[config.mk]
export PLATFORM = sky130hd
export DESIGN_NAME = wr_dest_pipe
export DESIGN_NICKNAME = d
export VERILOG_FILES = /design/src/rtl/wr_dest_pkg.sv /design/src/rtl/wr_dest_stage.sv /design/src/rtl/wr_dest_pipe.sv
export SDC_FILE = /design/constraint.sdc
export NUM_CORES = 1
export LEC_CHECK = 0
export ABC_AREA = 1
export CORE_AREA = 2 2 58 60
export DETAILED_ROUTE_END_ITERATION = 16
export DIE_AREA = 0 0 60 62
export PLACE_DENSITY = 0.81
export SETUP_SLACK_MARGIN = 0.02
export SYNTH_ARGS = -nofsm -noshare
export SYNTH_HDL_FRONTEND = slang
export SYNTH_SLANG_ARGS = --single-unit
export TNS_END_PERCENT = 10
[constraint.sdc]
create_clock -name clk -period 2.1 [get_ports clk]
set_input_delay 0.42 -clock clk [delete_from_list [all_inputs] [get_ports clk]]
set_output_delay 0.42 -clock clk [all_outputs]
set_load 0.05 [all_outputs]
[src/rtl/wr_dest_pkg.sv]
// Shared constants for the write-destination pipeline: register numbers and source indices.
// Latency: n/a (constants only).
// Backpressure: n/a.
package wr_dest_pkg;
    localparam int ADDR_W_DEF = 5;
    localparam int REG_ZERO   = 0;
    localparam int REG_SP     = 29;
    localparam int REG_RA     = 31;
    localparam int SRC_RT     = 0;
    localparam int SRC_RD     = 1;
    localparam int SRC_RA     = 2;
    localparam int SRC_SP     = 3;
endpackage

[src/rtl/wr_dest_stage.sv]
// One in-flight destination slot: {valid, addr} register with clear/hold/load.
// Latency: 1 cycle from load inputs to outputs.
// Backpressure: hold freezes the slot; clear wins over hold.
module wr_dest_stage #(
    parameter int ADDR_W = 5
) (
    input  logic              clk,
    input  logic              reset_n,
    input  logic              hold,
    input  logic              clear,
    input  logic              load_vld,
    input  logic [ADDR_W-1:0] load_addr,
    output logic              vld,
    output logic [ADDR_W-1:0] addr
);
    always_ff @(posedge clk or negedge reset_n) begin
        if (!reset_n) begin
            vld  <= 1'b0;
            addr <= '0;
        end else if (clear) begin
            vld  <= 1'b0;
            addr <= '0;
        end else if (!hold) begin
            vld  <= load_vld;
            addr <= load_addr;
        end
    end
endmodule

[src/rtl/wr_dest_pipe.sv]
// Write-register destination select plus DEPTH-stage in-flight tracker with RAW hazard query.
// Latency: issue visible on wr_* after 1 edge, on wb_* after DEPTH edges; hazards combinational.
// Backpressure: stall holds every stage; flush clears all. Option: WR_ZERO_SUPPRESS_EN.
module wr_dest_pipe
    import wr_dest_pkg::*;
#(
    parameter int ADDR_W  = ADDR_W_DEF,
    parameter int NUM_SRC = 4,
    parameter int SEL_W   = $clog2(NUM_SRC),
    parameter int DEPTH   = 3
) (
    input  logic                      clk,
    input  logic                      reset_n,
    input  logic [NUM_SRC*ADDR_W-1:0] src_addr,
    input  logic [SEL_W-1:0]          sel,
    input  logic                      wr_req,
    input  logic                      stall,
    input  logic                      flush,
    input  logic [ADDR_W-1:0]         rs_q,
    input  logic [ADDR_W-1:0]         rt_q,
    output logic [ADDR_W-1:0]         wr_addr,
    output logic                      wr_valid,
    output logic [ADDR_W-1:0]         wb_addr,
    output logic                      wb_valid,
    output logic                      hazard_rs,
    output logic                      hazard_rt,
    output logic                      sel_err
);
    logic              issue;
    logic              sel_ok;
    logic [ADDR_W-1:0] pick;
    logic              pick_live;
    logic              rs_live;
    logic              rt_live;
    logic              in_vld;
    logic [ADDR_W-1:0] in_addr;
    logic              stg_vld  [DEPTH];
    logic [ADDR_W-1:0] stg_addr [DEPTH];

    assign issue  = wr_req && !stall && !flush;
    assign sel_ok = int'(sel) < NUM_SRC;

    // Out-of-range selectors fall back to source 0.
    always_comb begin
        pick = src_addr[ADDR_W-1:0];
        for (int i = 1; i < NUM_SRC; i++) begin
            if (sel == SEL_W'(i)) pick = src_addr[i*ADDR_W +: ADDR_W];
        end
    end

`ifdef WR_ZERO_SUPPRESS_EN
    assign pick_live = (pick != ADDR_W'(REG_ZERO));
    assign rs_live   = (rs_q != ADDR_W'(REG_ZERO));
    assign rt_live   = (rt_q != ADDR_W'(REG_ZERO));
`else
    assign pick_live = 1'b1;
    assign rs_live   = 1'b1;
    assign rt_live   = 1'b1;
`endif

    // Invalid entries always carry address 0 so they can never alias a real register.
    assign in_vld  = issue && pick_live;
    assign in_addr = in_vld ? pick : '0;

    for (genvar k = 0; k < DEPTH; k++) begin : g_stage
        logic              ld_vld;
        logic [ADDR_W-1:0] ld_addr;
        if (k == 0) begin : g_head
            assign ld_vld  = in_vld;
            assign ld_addr = in_addr;
        end else begin : g_body
            assign ld_vld  = stg_vld[k-1];
            assign ld_addr = stg_addr[k-1];
        end
        wr_dest_stage #(.ADDR_W(ADDR_W)) u_stage (
            .clk       (clk),
            .reset_n   (reset_n),
            .hold      (stall),
            .clear     (flush),
            .load_vld  (ld_vld),
            .load_addr (ld_addr),
            .vld       (stg_vld[k]),
            .addr      (stg_addr[k])
        );
    end

    always_ff @(posedge clk or negedge reset_n) begin
        if (!reset_n) sel_err <= 1'b0;
        else          sel_err <= issue && !sel_ok;
    end

    always_comb begin
        hazard_rs = 1'b0;
        hazard_rt = 1'b0;
        for (int k = 0; k < DEPTH; k++) begin
            if (stg_vld[k] && stg_addr[k] == rs_q && rs_live) hazard_rs = 1'b1;
            if (stg_vld[k] && stg_addr[k] == rt_q && rt_live) hazard_rt = 1'b1;
        end
    end

    assign wr_addr  = stg_addr[0];
    assign wr_valid = stg_vld[0];
    assign wb_addr  = stg_addr[DEPTH-1];
    assign wb_valid = stg_vld[DEPTH-1];
endmodule

Yosys cells after proc, flatten, opt, wreduce, memory -nomap -nowiden

Index checks and enable logic that the tools add are counted.

Register bits after elaboration: 18
Latch bits: 0
Bits in writable memories: 0
Memory bits (read-only): 0
Bits of input ports: 37
Output and inout bits: 15
Word-level logic and storage cells: 48
Memories kept: 0

Add/subtract/negate cells: 0
$mul: 0
Div/mod/pow operators: 0
$lt $le $gt $ge: 0
Eq/ne operators: 10
Shifts and indexed selects: 0
Multiplexer cells: 22
Bitwise gates (word level): 0
Reductions and logical operators: 10

Operators by type and width:

| operator             | number |
|---|---|
| $mux W5              | 10 |
| $eq A5 B5 Y1         | 6 |
| $mux W1              | 12 |
| $logic_and A1 B1 Y1  | 8 |
| $eq A2 B2 Y1 const B | 2 |
| $eq A2 B1 Y1 const B | 1 |
| $logic_not A1 Y1     | 2 |
| $ne A2 B1 Y1 const B | 1 |

Longest topological paths before layout

Gate-level depths: netlist of run 1.

Depth in word-level cells: 7
Mapped depth: 8
Mapped depth without buffers: 8

By module

A second synthesis of run 1 with hierarchy kept.

Cell total of the unflattened synthesis: 254
Area, all modules: 1466.4 um^2

Modules (own cells, without submodules):

| module        | times used | cells each | area each (um^2) | sequential area each (um^2) |
|---|---|---|---|---|
| wr_dest_pipe  | 1          | 176        | 745.7            | 0.0 |
| wr_dest_stage | 3          | 26         | 240.2            | 150.1 |

Least setup slack after synthesis of run 1

No wires, ideal clock.

Kind: flip-flop to output port
Start: register g_stage[2].u_stage.addr[0]
End: output hazard_rt
Data arrival time: 1485 ps
Required time: 1680 ps
Path slack: 195 ps
Stages on the path, launching flop included: 7
Path buffers: 0
Cell sequence: dfrtp_1 -> inv_1 -> nand2_1 -> nand2_1 -> nor2_1 -> nand3_1 -> nand3_1

Cells in the longest elaborated chain, start to end: 3

RTL lines:

| item                     | RTL line            | source |
|---|---|---|
| start: declaration       | wr_dest_stage.sv:14 | `output logic [ADDR_W-1:0] addr` |
| start signal: assignment | wr_dest_stage.sv:25 | `addr <= load_addr;` |
| $eq A5 B5 Y1             | wr_dest_pipe.sv:97  | `if (stg_vld[k] && stg_addr[k] == rt_q && rt_live) hazard_rt = 1'b1;` |
| $logic_and A1 B1 Y1      | wr_dest_pipe.sv:97  |  |
| $mux W1                  | wr_dest_pipe.sv:97  |  |
| end: declaration         | wr_dest_pipe.sv:26  | `output logic hazard_rt,` |

Every way passes these cells.

Final worst setup path of run 1

Start: input rs_q[4]
End: output hazard_rs

Cells in the longest elaborated chain, start to end: 5
Elaborated cells between the ends (all ways): 9
Those cells by class: eq/ne (3); mux (3); reduce/logical (3)

RTL lines:

| item                 | RTL line           | source |
|---|---|---|
| start: declaration   | wr_dest_pipe.sv:19 | `input logic [ADDR_W-1:0] rs_q,` |
| $eq A5 B5 Y1         | wr_dest_pipe.sv:96 | `if (stg_vld[k] && stg_addr[k] == rs_q && rs_live) hazard_rs = 1'b1;` |
| $logic_and A1 B1 Y1  | wr_dest_pipe.sv:96 |  |
| $mux W1 (2 in a row) | wr_dest_pipe.sv:96 |  |
| $mux W1 *            | wr_dest_pipe.sv:96 |  |
| end: declaration     | wr_dest_pipe.sv:25 | `output logic hazard_rs,` |

Mark *: on every way between the ends. The rest lies on a longest branch, timed or not.

==> impl_metrics.env, run 1 <==
export IMPL_swShare_pct=30.9
export IMPL_cts_root_buf="clkbuf_4"
export IMPL_cts_setup_buffers=0
export IMPL_syn_area_mm2=0.00143
export IMPL_initial_utilization_pct=44.9
export IMPL_seq_area_um2=450
export IMPL_syn_nets=274
export IMPL_crit_buf_inv=3
export IMPL_cts_buffers=3
export IMPL_synth_commonest_cells="nand2_1 (101), inv_1 (35), nor2_1 (34)"
export IMPL_ys_ff_latch=18
export IMPL_fin_crit_sh_pct=96.0
export IMPL_drtAntennaViolNets=0
export IMPL_io_buffer_count=50
export IMPL_rows=21
export IMPL_synth_cell_types=17
export IMPL_stdcell_count=336
export IMPL_status="finished clean"
export IMPL_multiInputGateArea_um2=812
export IMPL_fmax_ghz=0.496
export IMPL_nFillCells=300
export IMPL_worstMarginPinSlew_ps=512
export IMPL_die_h_um=62
export IMPL_async_flop_share_pct=100
export IMPL_r2r_slack_ps=1280
export IMPL_p_clk_share_pct=25.3
export IMPL_vias_per_cell=4.75
export IMPL_cpPeakStageDelay_ps=530
export IMPL_maxCapViolations=0
export IMPL_grt_pass1_wl_mm=5.77
export IMPL_slowest_stage="clkdlybuf4s50_1"
export IMPL_firstDrtPassIters=4
export IMPL_intPower_uw=578
export IMPL_rsz0062_at_grt="yes"
export IMPL_p_sw_uw=258
export IMPL_antenna_found_initial=0
export IMPL_ios=52
export IMPL_synth_edf_count=0
export IMPL_place_gp_congestion=0.926
export IMPL_finalSetupViolations=0
export IMPL_crit_start="rs_q[4]"
export IMPL_hold_path_class="in2async"
export IMPL_synthCells=237
export IMPL_endpoint_kind="output port"
export IMPL_cp_endpoint="hazard_rs"
export IMPL_clockBufferDepth=2
export IMPL_p_per_area_mw_per_mm2=407
export IMPL_post_dp_hpwl_mm=2.99
export IMPL_vias=1597
export IMPL_skew_ps=1.02
export IMPL_post_drt_wl_per_cell_um=10.8
export IMPL_htreeDepth=1
export IMPL_leakagePower_uw=0.00107
export IMPL_combPwrFrac_pct=30.7
export IMPL_reg2reg_depth=2
export IMPL_cp_max_fo=4
export IMPL_clock_latency_ps=290
export IMPL_yosysTopAreaCell="dfrtp_1"
export IMPL_routed_wl_mm=3.64
export IMPL_clk_pin_slew_ps=100
export IMPL_yosysWarningCount=0
export IMPL_worstPathArrival_ps=1600
export IMPL_relSlewSlack_pct=65.7
export IMPL_worstPathCellList="clkdlybuf4s50_1 -> inv_1 -> nand2_1 -> nand2_1 -> nor2_1 -> nand3_1 -> nand3_2 -> buf_12"
export IMPL_cts_tree="yes"
export IMPL_worst_setup_path_start_kind="primary input"
export IMPL_die_width_um=60
export IMPL_drive_gt1_share_pct=9.31
export IMPL_grt_overflow=0
export IMPL_worst_path_stages=8
export IMPL_nNetsFinal=328
export IMPL_synthFlopType="dfrtp_1"
export IMPL_crit_top_cell="nand2_1"
export IMPL_area_growth_syn_to_layout_pct=43.8
export IMPL_dp_cells=332
export IMPL_cts_sinks=18
export IMPL_synth_area_leaders="dfrtp_1 (32%), nand2_1 (27%), inv_1 (9.2%)"
export IMPL_p_total_uw=836
export IMPL_die_area_mm2=0.00372
export IMPL_antenna_cells=0
export IMPL_synth_most_common_cell="nand2_1"
export IMPL_post_route_min_period_ps=2020
export IMPL_route_detailed_drc=0
export IMPL_hold_viol=0
export IMPL_timing_rr_start="g_stage[0].u_stage.addr[4]"
export IMPL_irDropWorstVdd_mv=0.184
export IMPL_drtIter0Drc=97
export IMPL_path_class="in2out"
export IMPL_finalMaxSlewViolations=0
export IMPL_power_frac_seq_pct=44.0
export IMPL_avgSynthCellArea_um2=6.02
export IMPL_seq_area_frac_synth_pct=31.6
export IMPL_required_ps=1680
export IMPL_grt_max_degree=19
export IMPL_grt_use_total_pct=20.6
export IMPL_yosysTopAreaCellShare_pct=31.6
export IMPL_reg2reg_to="g_stage[0].u_stage.addr[4]"
export IMPL_grt_pass1_vias=1398
export IMPL_cp_top_family="buffers and inverters"
export IMPL_fp_coreArea_mm2=0.00318
-- final cells by class --
cell class	count	area share [%]
Multi-Input combinational cell	178	39.5
Timing Repair Buffer	53	27.2
Sequential cell	18	21.9
Inverter	37	6.76
Tap cell	46	2.80
Clock buffer	4	1.77
-- logic make-up (layout without fill, tap and decap cells) --
kind of cell / count (synthesis) / count (layout) / share of synthesized area (%)
other: 1 / 1 / 0.263
AOI/OAI and AO/OA: 24 / 24 / 13.8
DFF: 18 / 18 / 31.6
buffers and inverters: 41 / 94 / 12.4
and+or+nand+nor: 153 / 153 / 42.0
-- power groups by stage --
stage,Sequential [uW],Clock (uW),Combinational (uW)
floorplan,397,0,113
global placement,375,0,254
detailed placement,375,0,255
CTS,368,218,258
global route,370,227,284
finish,368,211,256
-- registers in the layout, summed over array words and instances, names as in the netlist --
name,flops
g_stage.u_stage.vld,3
g_stage.u_stage.addr,15
-- placed cells by master (no fill, tap or decap), types with 4 or more instances in the layout --
cell type / count
nor2_1: 33
clkdlybuf4s50_1: 42
inv_2: 4
nand2_1: 101
o22ai_2: 10
dfrtp_1: 18
nand3_1: 14
o21ai_0: 11
inv_1: 33
dlymetal6s2s_1: 6
-- worst min path at each step --
| stage | start | to | slack, ps | cells after the start |
|---|---|---|---|---|
| floorplan | reset_n | g_stage[0].u_stage.addr[0] | 120 | 0 |
| global placement | g_stage[0].u_stage.addr[2] | g_stage[0].u_stage.addr[2] | 550 | 2 |
| detailed placement | g_stage[0].u_stage.addr[2] | g_stage[0].u_stage.addr[2] | 540 | 2 |
| CTS | reset_n | g_stage[2].u_stage.addr[1] | 450 | 2 |
| global route | reset_n | g_stage[2].u_stage.addr[0] | 470 | 2 |
| finish | reset_n | g_stage[2].u_stage.addr[0] | 440 | 2 |
-- per-layer routing --
layer	track usage, %	wire length [um]
met1	26.3	1600
met2	35.7	1730
met3	2.48	248
met4	7.62	68
met5	0	0
-- stage by stage --
step | cell area (um^2) | hold WS, ps | worst slack (ps) | TNS [ps] | utilization (%)
2_1_floorplan | 1430 | 124 | 195 | 0 | -
3_3_place_gp | 1990 | 552 | 27.5 | 0 | 62.6
3_5_place_dp | 1990 | 545 | 32.2 | 0 | 62.6
4_1_cts | 2030 | 448 | 28.3 | 0 | 63.8
5_1_grt | 2050 | 475 | -32.5 | -32.5 | 64.6
6_report | 2050 | 442 | 83.6 | 0 | 64.6
-- repair_timing --
item	4_1_cts	5_1_grt
hold buffers	0	0
hold endpoints to repair	0	0
cloned	0	0
endpoints found under the setup margin	1	2
resized for setup	1	11
-- worst register-to-register path: stages, from the launching register on --
cell and delay (ps):
dfrtp_1 430, inv_1 160, o21ai_0 100
(Power assumes the default switching activity.)
==> run 2, diff against run 1 <==
Settings changed: CORE_AREA 2 2 58 60 to 2 2 60 62, DIE_AREA 0 0 60 62 to 0 0 62 64, GPL_ROUTABILITY_DRIVEN set to 0, PLACE_DENSITY 0.81 to 0.76.
Clock period 2.1 ns to 1.9 ns, I/O delays scaled along.
==> run 2 against run 1 <==
Effect of this change:
- routed wire length increased by 4.5%
- worst hold slack got worse by 32 ps
- core utilization is 2.3 points lower
- sequential share of layout area rose by 0.16 points
- clock power increased by 12%
- global-route usage is 0.34 points lower
- critical path type is now reg2out
- critical endpoint unchanged
==> impl_metrics.env, run 2 (synthesis results as in run 1) <==
export IMPL_cts_tree="yes"
export IMPL_clk_pin_slew_ps=100
export IMPL_mostFrequentLayoutCells="nand2_1 (101), nor2_1 (32), inv_1 (30), clkdlybuf4s50_1 (26), buf_4 (20)"
export IMPL_dp_cells=333
export IMPL_whs_ps=410
export IMPL_reg_top3="g_stage.u_stage.addr: 15 flops, g_stage.u_stage.vld: 3 flops"
export IMPL_cts_buffers=3
export IMPL_maxCapViolations=0
export IMPL_drtIter0Drc=127
export IMPL_io_buffer_count=50
export IMPL_clock_latency_ps=290
export IMPL_clockBufferDepth=2
export IMPL_fmax_ghz=0.554
export IMPL_stdcell_count=341
export IMPL_post_route_min_period_ps=1810
export IMPL_vias=1620
export IMPL_rsz0062_at_grt="no"
export IMPL_finalMaxSlewViolations=0
export IMPL_die_width_um=62
export IMPL_nFillCells=331
export IMPL_path_class="reg2out"
export IMPL_vias_per_cell=4.75
export IMPL_required_ps=1520
export IMPL_r2r_slack_ps=1110
export IMPL_regMostFlops="g_stage.u_stage.addr"
export IMPL_initial_utilization_pct=43.5
export IMPL_irDropWorstVdd_mv=0.222
export IMPL_routed_wl_mm=3.81
export IMPL_antenna_found_initial=0
export IMPL_grt_overflow=0
export IMPL_endpoint_kind="output port"
export IMPL_leakagePower_uw=0.00109
export IMPL_hold_path_class="in2async"
export IMPL_post_dp_hpwl_mm=3.10
export IMPL_cp_max_fo=4
export IMPL_grt_use_total_pct=20.2
export IMPL_fp_coreArea_mm2=0.00328
export IMPL_rows=21
export IMPL_status="finished clean"
export IMPL_grt_pass1_wl_mm=6.12
export IMPL_cts_hold_buf=0
export IMPL_largest_register_ffs=15
export IMPL_fin_crit_sh_pct=95.0
export IMPL_hold_viol=0
export IMPL_final_common_cell="nand2_1"
export IMPL_die_area_mm2=0.00397
export IMPL_grt_max_degree=19
export IMPL_die_h_um=64
export IMPL_htreeDepth=1
export IMPL_route_detailed_drc=0
export IMPL_cts_sinks=18
export IMPL_area_growth_syn_to_layout_pct=43.2
export IMPL_p_per_area_mw_per_mm2=454
export IMPL_worst_setup_path_start_kind="flop"
export IMPL_cts_root_buf="clkbuf_4"
export IMPL_antenna_cells=0
export IMPL_skew_ps=2.31
export IMPL_post_drt_wl_per_cell_um=11.2
export IMPL_drive_gt1_share_pct=16.6
export IMPL_nNetsFinal=333
export IMPL_drtAntennaViolNets=0
export IMPL_finalSetupViolations=0
export IMPL_grt_pass1_vias=1432
export IMPL_worstPathArrival_ps=1430
export IMPL_ios=52
export IMPL_firstDrtPassIters=4
==> run 2: cell count changes in the layout (fill, tap and decap cells not counted), moves of 3 or more <==
cell / before / now
buf_4: 3 / 20
dlygate4sd2_1: 0 / 8
inv_1: 33 / 30
dlymetal6s2s_1: 6 / 2
inv_2: 4 / 7
clkdlybuf4s50_1: 42 / 26
==> run 2: worst max-delay path, stage by stage (launching register included) <==
cell     delay (ps)
dfrtp_1         400
inv_2            80
nand2_1          90
nand2_1          80
nor2_2          130
nand3_1         110
nand3_2         110
buf_12          140
==> run 2: cell type report <==
type	count	area, um^2	area share (%)
clock buffer	4	36.3	1.77
inverter	37	139	6.79
timing repair buffer	58	546	26.7
multi-input combinational	178	815	39.8
tap	46	57.6	2.82
sequential	18	452	22.1
==> run 2: repair_timing <==
action	4_1_cts	5_1_grt
pin swaps	0	1
gates resized for setup	11	9
endpoints found under the setup margin	2	2
setup buffers	0	4
==> run 2: power by group <==
part	internal [uW]	switching [uW]	total [uW]
clock	117	119	236
combinational	127	158	284
sequential	394	13.3	407
==> run 2: path summary, 6_finish.rpt <==
kind	start	end	depth (start not counted)
worst max-delay path	g_stage[1].u_stage.addr[4]	hazard_rs	7
worst min-delay path	reset_n	g_stage[2].u_stage.addr[1]	2
worst max register to register	g_stage[0].u_stage.addr[3]	g_stage[1].u_stage.addr[3]	2
worst min register to register	g_stage[0].u_stage.addr[3]	g_stage[0].u_stage.addr[3]	2
max in group asynchronous	reset_n	g_stage[0].u_stage.addr[3]	2
min in group clk	g_stage[0].u_stage.addr[3]	g_stage[0].u_stage.addr[3]	2
==> run 2: stage by stage <==
stage	area (um^2)	utilization (%)	TNS, ps	setup slack, ps	total power [uW]
after CTS	2000	61.0	0	14.7	926
after floorplan	1430	-	0	34.9	563
final	2040	62.2	0	94.9	928
after detailed placement	1970	59.9	-116	-62.7	697
after global routing	2040	62.2	0	14.8	990
after global placement	1970	59.9	-115	-64.9	694
==> run 2: layer usage <==
layer	part of all wire (%)	global-route usage, %	up-vias	wire (um)
met5	0	0	-	0
met4	1.3	5.59	0	50
met3	7.1	5.06	5	270
met2	48	32.8	64	1840
met1	43	26.1	715	1650
li1	-	-	836	-
==> run 3, diff against run 2 <==
Settings changed: CAP_MARGIN set to 20.
==> results of run 3 <==
The final DEF is identical to that of run 2; final timing and power are the same.
